===== src/rtl/acc_writeback.sv =====
// acc_writeback
//   Picks up the two accumulator entries when the accumulator reports full.
//   Each entry goes through optional ReLU, then an arithmetic right shift, then
//   saturation to a signed OUT_W-bit value. The two results are written to the
//   unified buffer one after the other over a valid/ready port.
//
// Ports
//   clk, reset                  clock, asynchronous active-high reset
//   full                        accumulator full flag (level)
//   acc_mem_0, acc_mem_1        signed 32-bit accumulator entries
//   relu_en, shift, base_addr   per-transfer controls, sampled at capture
//   wr_valid/wr_ready           unified-buffer write handshake
//   wr_addr, wr_data            write address / signed quantized data
//   busy                        transfer in progress
//   done                        one-cycle pulse after the second write
module acc_writeback #(
    parameter int OUT_W  = 8,
    parameter int ADDR_W = 8
) (
    input  logic              clk,
    input  logic              reset,
    input  logic              full,
    input  logic [31:0]       acc_mem_0,
    input  logic [31:0]       acc_mem_1,
    input  logic              relu_en,
    input  logic [4:0]        shift,
    input  logic [ADDR_W-1:0] base_addr,
    output logic              wr_valid,
    input  logic              wr_ready,
    output logic [ADDR_W-1:0] wr_addr,
    output logic [OUT_W-1:0]  wr_data,
    output logic              busy,
    output logic              done
);

    typedef enum logic [1:0] {
        S_IDLE,
        S_WAIT,
        S_WRITE,
        S_DONE
    } state_t;

    localparam logic signed [31:0] SAT_MAX = (32'sd1 <<< (OUT_W - 1)) - 32'sd1;
    localparam logic signed [31:0] SAT_MIN = -(32'sd1 <<< (OUT_W - 1));

    state_t r_state;
    state_t w_state_nxt;

    logic              r_full_d;
    logic              r_armed;
    logic              r_index;
    logic [ADDR_W-1:0] r_base;
    logic [OUT_W-1:0]  r_res1;
    logic [ADDR_W-1:0] r_wr_addr;
    logic [OUT_W-1:0]  r_wr_data;
    logic              w_trigger;
    logic              w_accept;

    function automatic logic [OUT_W-1:0] quantize(
        input logic [31:0] x,
        input logic        relu,
        input logic [4:0]  sh
    );
        logic signed [31:0] v;
        logic signed [31:0] s;
        logic [OUT_W-1:0]   r;
        v = (relu && x[31]) ? 32'sd0 : $signed(x);
        s = v >>> sh;
        if (s > SAT_MAX) begin
            r = SAT_MAX[OUT_W-1:0];
        end else if (s < SAT_MIN) begin
            r = SAT_MIN[OUT_W-1:0];
        end else begin
            r = s[OUT_W-1:0];
        end
        return r;
    endfunction

    // r_armed stays low after reset until full has been seen low, so a full
    // level that survives a reset cannot masquerade as a fresh rising edge.
    assign w_trigger = full & ~r_full_d & r_armed;
    assign w_accept  = wr_valid & wr_ready;

    // State register
    always_ff @(posedge clk or posedge reset) begin
        if (reset) begin
            r_state <= S_IDLE;
        end else begin
            r_state <= w_state_nxt;
        end
    end

    // Next-state logic
    always_comb begin
        w_state_nxt = r_state;
        case (r_state)
            S_IDLE:  if (w_trigger) w_state_nxt = S_WAIT;
            S_WAIT:  w_state_nxt = S_WRITE;
            S_WRITE: if (wr_ready && r_index) w_state_nxt = S_DONE;
            S_DONE:  w_state_nxt = S_IDLE;
            default: w_state_nxt = S_IDLE;
        endcase
    end

    // Outputs
    always_comb begin
        wr_valid = (r_state == S_WRITE);
        busy     = (r_state != S_IDLE);
        done     = (r_state == S_DONE);
        wr_addr  = r_wr_addr;
        wr_data  = r_wr_data;
    end

    // Edge detect and capture/write datapath
    always_ff @(posedge clk or posedge reset) begin
        if (reset) begin
            r_full_d  <= 1'b0;
            r_armed   <= 1'b0;
            r_index   <= 1'b0;
            r_base    <= '0;
            r_res1    <= '0;
            r_wr_addr <= '0;
            r_wr_data <= '0;
        end else begin
            r_full_d <= full;
            if (!full) begin
                r_armed <= 1'b1;
            end
            if (r_state == S_WAIT) begin
                r_base    <= base_addr;
                r_res1    <= quantize(acc_mem_1, relu_en, shift);
                r_wr_addr <= base_addr;
                r_wr_data <= quantize(acc_mem_0, relu_en, shift);
                r_index   <= 1'b0;
            end else if (w_accept && !r_index) begin
                r_wr_addr <= r_base + ADDR_W'(1);
                r_wr_data <= r_res1;
                r_index   <= 1'b1;
            end
        end
    end

endmodule


===== config.mk =====
export PLATFORM = sky130hd
export DESIGN_NAME = acc_writeback
export DESIGN_NICKNAME = d
export VERILOG_FILES = /design/src/rtl/acc_writeback.sv
export SDC_FILE = /design/constraint.sdc
export NUM_CORES = 1
export LEC_CHECK = 0
export CAP_MARGIN = 10
export CELL_PAD_IN_SITES_DETAIL_PLACEMENT = 1
export CELL_PAD_IN_SITES_GLOBAL_PLACEMENT = 2
export CORE_ASPECT_RATIO = 1.2
export CORE_UTILIZATION = 36
export DETAILED_ROUTE_END_ITERATION = 6
export GPL_TIMING_DRIVEN = 0
export MAX_ROUTING_LAYER = met4
export PLACE_DENSITY_LB_ADDON = 0.1
export SETUP_SLACK_MARGIN = 0.15
export SLEW_MARGIN = 25
export SYNTH_ARGS = -nofsm -noshare
export SYNTH_HDL_FRONTEND = slang
export SYNTH_SLANG_ARGS = --single-unit

===== constraint.sdc =====
create_clock -name clk -period 5.1 [get_ports clk]
set_input_delay 0.51 -clock clk [delete_from_list [all_inputs] [get_ports clk]]
set_output_delay 0.51 -clock clk [all_outputs]
set_load 0.01 [all_outputs]

# Yosys cells after proc, flatten, opt, wreduce, memory -nomap -nowiden
# Cells that the tools add are included.
totals:
  register_bits: 37
  in_bits: 82
  out_inout_bits: 19
op_classes:
  addsub: 1
  order_cmp: 4
  eq_ne: 5
  n_shift: 2
  n_mux: 15
  bitwise_logic: 4
  reduce_logical: 9
ops:
  columns: ["op", "n"]
  rows:
  - ["32-bit by 8-bit greater-than comparator with 1-bit output, second input constant", 2]
  - ["32-bit by 8-bit < comparator with 1-bit output, second input constant", 2]
  - ["32-bit 2-to-1 mux", 2]
  - ["8-bit 2-to-1 mux", 8]
  - ["32-bit by 5-bit >>> shifter with 32-bit output", 2]
  - ["8-bit by 1-bit adder with 8-bit output, second input constant", 1]
  - ["2-bit one-hot mux with 4 select lines", 1]
  - ["2-bit equality test, second input constant", 2]
  - ["1-bit logical AND", 4]
  - ["2-bit 2-to-1 mux", 2]
  - ["2-bit nonzero test", 2]
  - ["1-bit bitwise AND", 3]
  - ["2-bit by 1-bit equality test with 1-bit output, second input constant", 1]
  - ["2-bit logical NOT", 1]
  - ["1-bit 2-to-1 mux", 2]
  - ["2-bit by 1-bit != test with 1-bit output, second input constant", 1]
  - ["2-bit != test, second input constant", 1]
  - ["2-bit AND reduction", 1]
  - ["1-bit logical NOT", 1]
  - ["1-bit inverter", 1]

# Logic depth before layout (Yosys ltp)
depth:
  depth_word: 7
  depth_mapped: 14
  depth_no_buf: 10

# Least setup slack after synthesis
# No wires, ideal clock.
synth_path:
  path_kind: "input-to-reg"
  start: "input shift[0]"
  end: "register r_wr_data[3] (netlist: wr_data[3])"
  setup_time_ns: 0.126
  arrival_time_ns: 2.954
  required_ns: 4.974
  slack_ns: 2.021
  path_stages: 10
  cell_sequence: "buf_6 buf_12 mux4_2 o211ai_2 o311ai_1 or4_1 o31a_1 o41a_4 o22ai_1 a2bb2oi_1"
synth_between:
  elab_chain_len: 5
synth_rtl:
  columns: ["element", "line", "text"]
  rows:
  - ["start, declared", "26", "input logic [4:0] shift,"]
  - ["32-bit by 5-bit >>> shifter with 32-bit output (*)", "68", "s = v >>> sh;"]
  - ["32-bit by 8-bit < comparator with 1-bit output", "71", "end else if (s < SAT_MIN) begin"]
  - ["8-bit 2-to-1 mux", "71", null]
  - ["8-bit 2-to-1 mux (*)", "69", "if (s > SAT_MAX) begin"]
  - ["8-bit 2-to-1 mux (*)", "129", "if (r_state == S_WAIT) begin"]
  - ["end signal, assigned", "133", "r_wr_data <= quantize(acc_mem_0, relu_en, shift);"]
  - ["end signal, assigned", "137", "r_wr_data <= r_res1;"]
  - ["end, declared", "55", "logic [OUT_W-1:0] r_wr_data;"]
# Every way passes the cells marked *; elsewhere a longest branch is shown, timed or not.
# A chain may end at the register's enable or synchronous reset.

# Worst setup path in the final report
layout_path:
  start: "input shift[3]"
  end: "register r_res1[4]"
layout_between:
  elab_chain_len: 4
layout_rtl:
  columns: ["element", "line", "text"]
  rows:
  - ["32-bit by 5-bit >>> shifter with 32-bit output (*)", "68", null]
  - ["32-bit by 8-bit < comparator with 1-bit output", "71", null]
  - ["8-bit 2-to-1 mux", "71", null]
  - ["8-bit 2-to-1 mux (*)", "69", null]
  - ["end signal, assigned", "131", "r_res1 <= quantize(acc_mem_1, relu_en, shift);"]
  - ["end, declared", "53", "logic [OUT_W-1:0] r_res1;"]
# Marks and branches as above.

==> impl_metrics.ini <==
[status]
status = finished clean

[power_and_ir_drop]
p_clk_share_pct = 16.5
switching_share_pct = 42.5
p_comb_share_pct = 58.7
power.density_nw_per_um2 = 289
seq_power_share_pct = 24.8
ir_drop_v = 0.000149
switchingPower_uw = 935
power_leakage_nw = 2.96
intPower_mw = 1.26

[route]
drt_iter0_drc = 434
routed_wl_mm = 27.8
post_drt_wl_per_cell_um = 26.3
via_count = 6975
ant_nets = 0
dr.pass1.iters = 4
drc = 0
vias_per_cell = 6.62

[setup_path]
timing.rr.end = r_res1[4]
path_max_fanout = 10
reg2reg_depth = 7
start_kind = input pin
rr_startpoint = r_state[1]
critPathKind = in -> reg
critical_path_required_ps = 5290
endpoint_kind = flop
reg2reg_slack_ps = 2630
arrival_ps = 4530

[clock_network]
clock-sinks = 37
tritoncts = yes
cts_setup_buffers = 0
clock_path_buffers = 2
clk_pin_slew_ps = 60
cts_resized = 0
root_buffer = clkbuf_16
clk_latency_ps = 290
holdBufCountCts = 0
htree_levels = 2
numCtsBuffers = 5

[global_routing]
grt_max_degree = 38
track_usage_pct = 32.7
grtUsageMet1_pct = 42.1
grt_use_met2_pct = 54.2
grt_pass1_wl_mm = 42.8
antenna_found_initial = 0
grt_pass1_vias = 7131
busiest_layer = met2
grtUsageMet3_pct = 2.55
grt_remaining_overflow = 0

[placement]
io_buffers = 98
post-place-ws_ps = 639
dp_cells = 1046
dp.final_hpwl_mm = 22.4
gp_congestion = 0.975

[sta]
slew_viol_final = 0
period_share_pct = 85.1
tns_ps = 0
setup_ws_ps = 761
finalHoldViolations = 0
relSlewSlack_pct = 44.6
rsz0062_at_grt = no
setup_viol = 0
finalCriticalPeriod_ps = 4340
fmax_mhz = 230
worst_pin_slew_ps = 828
skew_ps = 4.06

[final_layout]
drive_gt1_share_pct = 12.9
area_growth_pct = 23.0
final_cell_count_no_fill = 1054
layout_commonest_cell = nand2_1
final_nets = 925
final_cell_mix = 102 x nand2_1, 98 x clkdlybuf4s50_1, 55 x mux2i_1
n_antenna_cell = 0
final_util_pct = 45.2

[min_path]
hold_end = r_armed
hp-class = reg -> reg
hp-start = r_armed
hold_depth = 1

[die]
io_pins = 101
dieWidth_um = 122
die_h_um = 146
initial_core_util_pct = 36.8
die_area_um2 = 17700
coreArea_um2 = 16900
rows = 52

[yosys]
netlist_instances = 732
yosysUniqueCellTypes = 82
syn-num-nets = 820
yosysWarningCount = 0
ys_async_sr_fraction_pct = 100
syn_area_um2 = 6190
ys_seq_area_share_pct = 14.9
postSynthAreaPerCell_um2 = 8.46
ys.flop_type = dfrtp_1
synth_edf_count = 0
synth-seq-cells = 37

[flow_run]
drv_cap = 0
[cell usage after synthesis, types with 12 or more instances]
| master | instances | area share, % |
|---|---|---|
| nor3_1 | 15 | 1.2 |
| a21oi_1 | 47 | 3.8 |
| nand3_1 | 17 | 1.4 |
| dfrtp_1 | 37 | 15 |
| mux4_2 | 35 | 13 |
| buf_2 | 17 | 1.4 |
| o22ai_1 | 13 | 1.3 |
| o221ai_1 | 12 | 1.7 |
| nand2_1 | 102 | 6.2 |
| o21ai_0 | 48 | 3.9 |
| clkbuf_1 | 29 | 1.8 |
| mux4_1 | 17 | 7.2 |
| nor2_1 | 49 | 3.0 |
| inv_1 | 22 | 1.3 |
| mux2i_1 | 55 | 8.9 |
| mux2_2 | 19 | 3.5 |
[flip-flops by register name, indices dropped and copies added (netlist names)]
register	cells
r_state	2
r_res1	8
r_base	8
wr_addr	8
r_index	1
r_full_d	1
wr_data	8
r_armed	1
[worst max-delay path by stage]
stage / start / endpoint / cells past startpoint
2_1_floorplan: shift[0] / wr_data[3] / 10
3_3_place_gp: shift[2] / wr_data[3] / 12
3_5_place_dp: shift[3] / r_res1[0] / 14
4_1_cts: shift[2] / wr_data[3] / 12
5_1_grt: shift[3] / r_res1[2] / 14
6_report: shift[3] / r_res1[4] / 14
[layout make-up]
cell class,instances,area (um2)
Fill cell,2021,9230
Multi-Input combinational cell,605,4800
Timing Repair Buffer,98,981
Sequential cell,37,926
Buffer,67,378
Tap cell,216,270
Clock buffer,7,143
Inverter,23,86.3
Clock inverter,1,30.0
[metrics by stage]
stage,hold slack [ps],cell area (um2),power (mW)
floorplan,434,6190,1.29
global placement,450,7440,1.77
detailed placement,461,7440,1.83
CTS,475,7620,2.20
global route,517,7620,2.35
finish,478,7620,2.20
[worst max-delay path, stage by stage]
cell,delay (ps)
clkdlybuf4s50_1,410
buf_2,180
buf_2,230
inv_1,280
buf_2,290
buf_1,520
clkbuf_1,620
a21oi_1,110
a21oi_1,260
o211ai_1,120
nor2_1,240
nand3_1,100
o41a_1,440
o221ai_1,220
[logic make-up (layout without fill, tap and decap cells)]
kind of cell,Yosys count,in the layout,share of synthesized area (%)
fa+ha+maj,6,6,1.21
simple gates,245,245,18.6
xor+xnor,3,3,0.424
compound gates,225,225,25.1
mux,126,126,32.3
flops,37,37,14.9
buf+inv,90,196,7.49
[routing by layer]
layer	part of all wire, %	vias to the layer above
met4	2.9	0
met1	42	3521
met3	5.9	55
met5	0	-
met2	49	347
li1	-	3052
[power by group through the flow]
stage | Sequential [mW] | Clock (mW) | Combinational (mW)
6_report | 0.545 | 0.363 | 1.29
5_1_grt | 0.560 | 0.382 | 1.41
4_1_cts | 0.545 | 0.370 | 1.29
3_5_place_dp | 0.548 | 0 | 1.28
3_3_place_gp | 0.539 | 0 | 1.23
2_1_floorplan | 0.547 | 0 | 0.741
No activity file was read; power rests on OpenSTA's default activity.
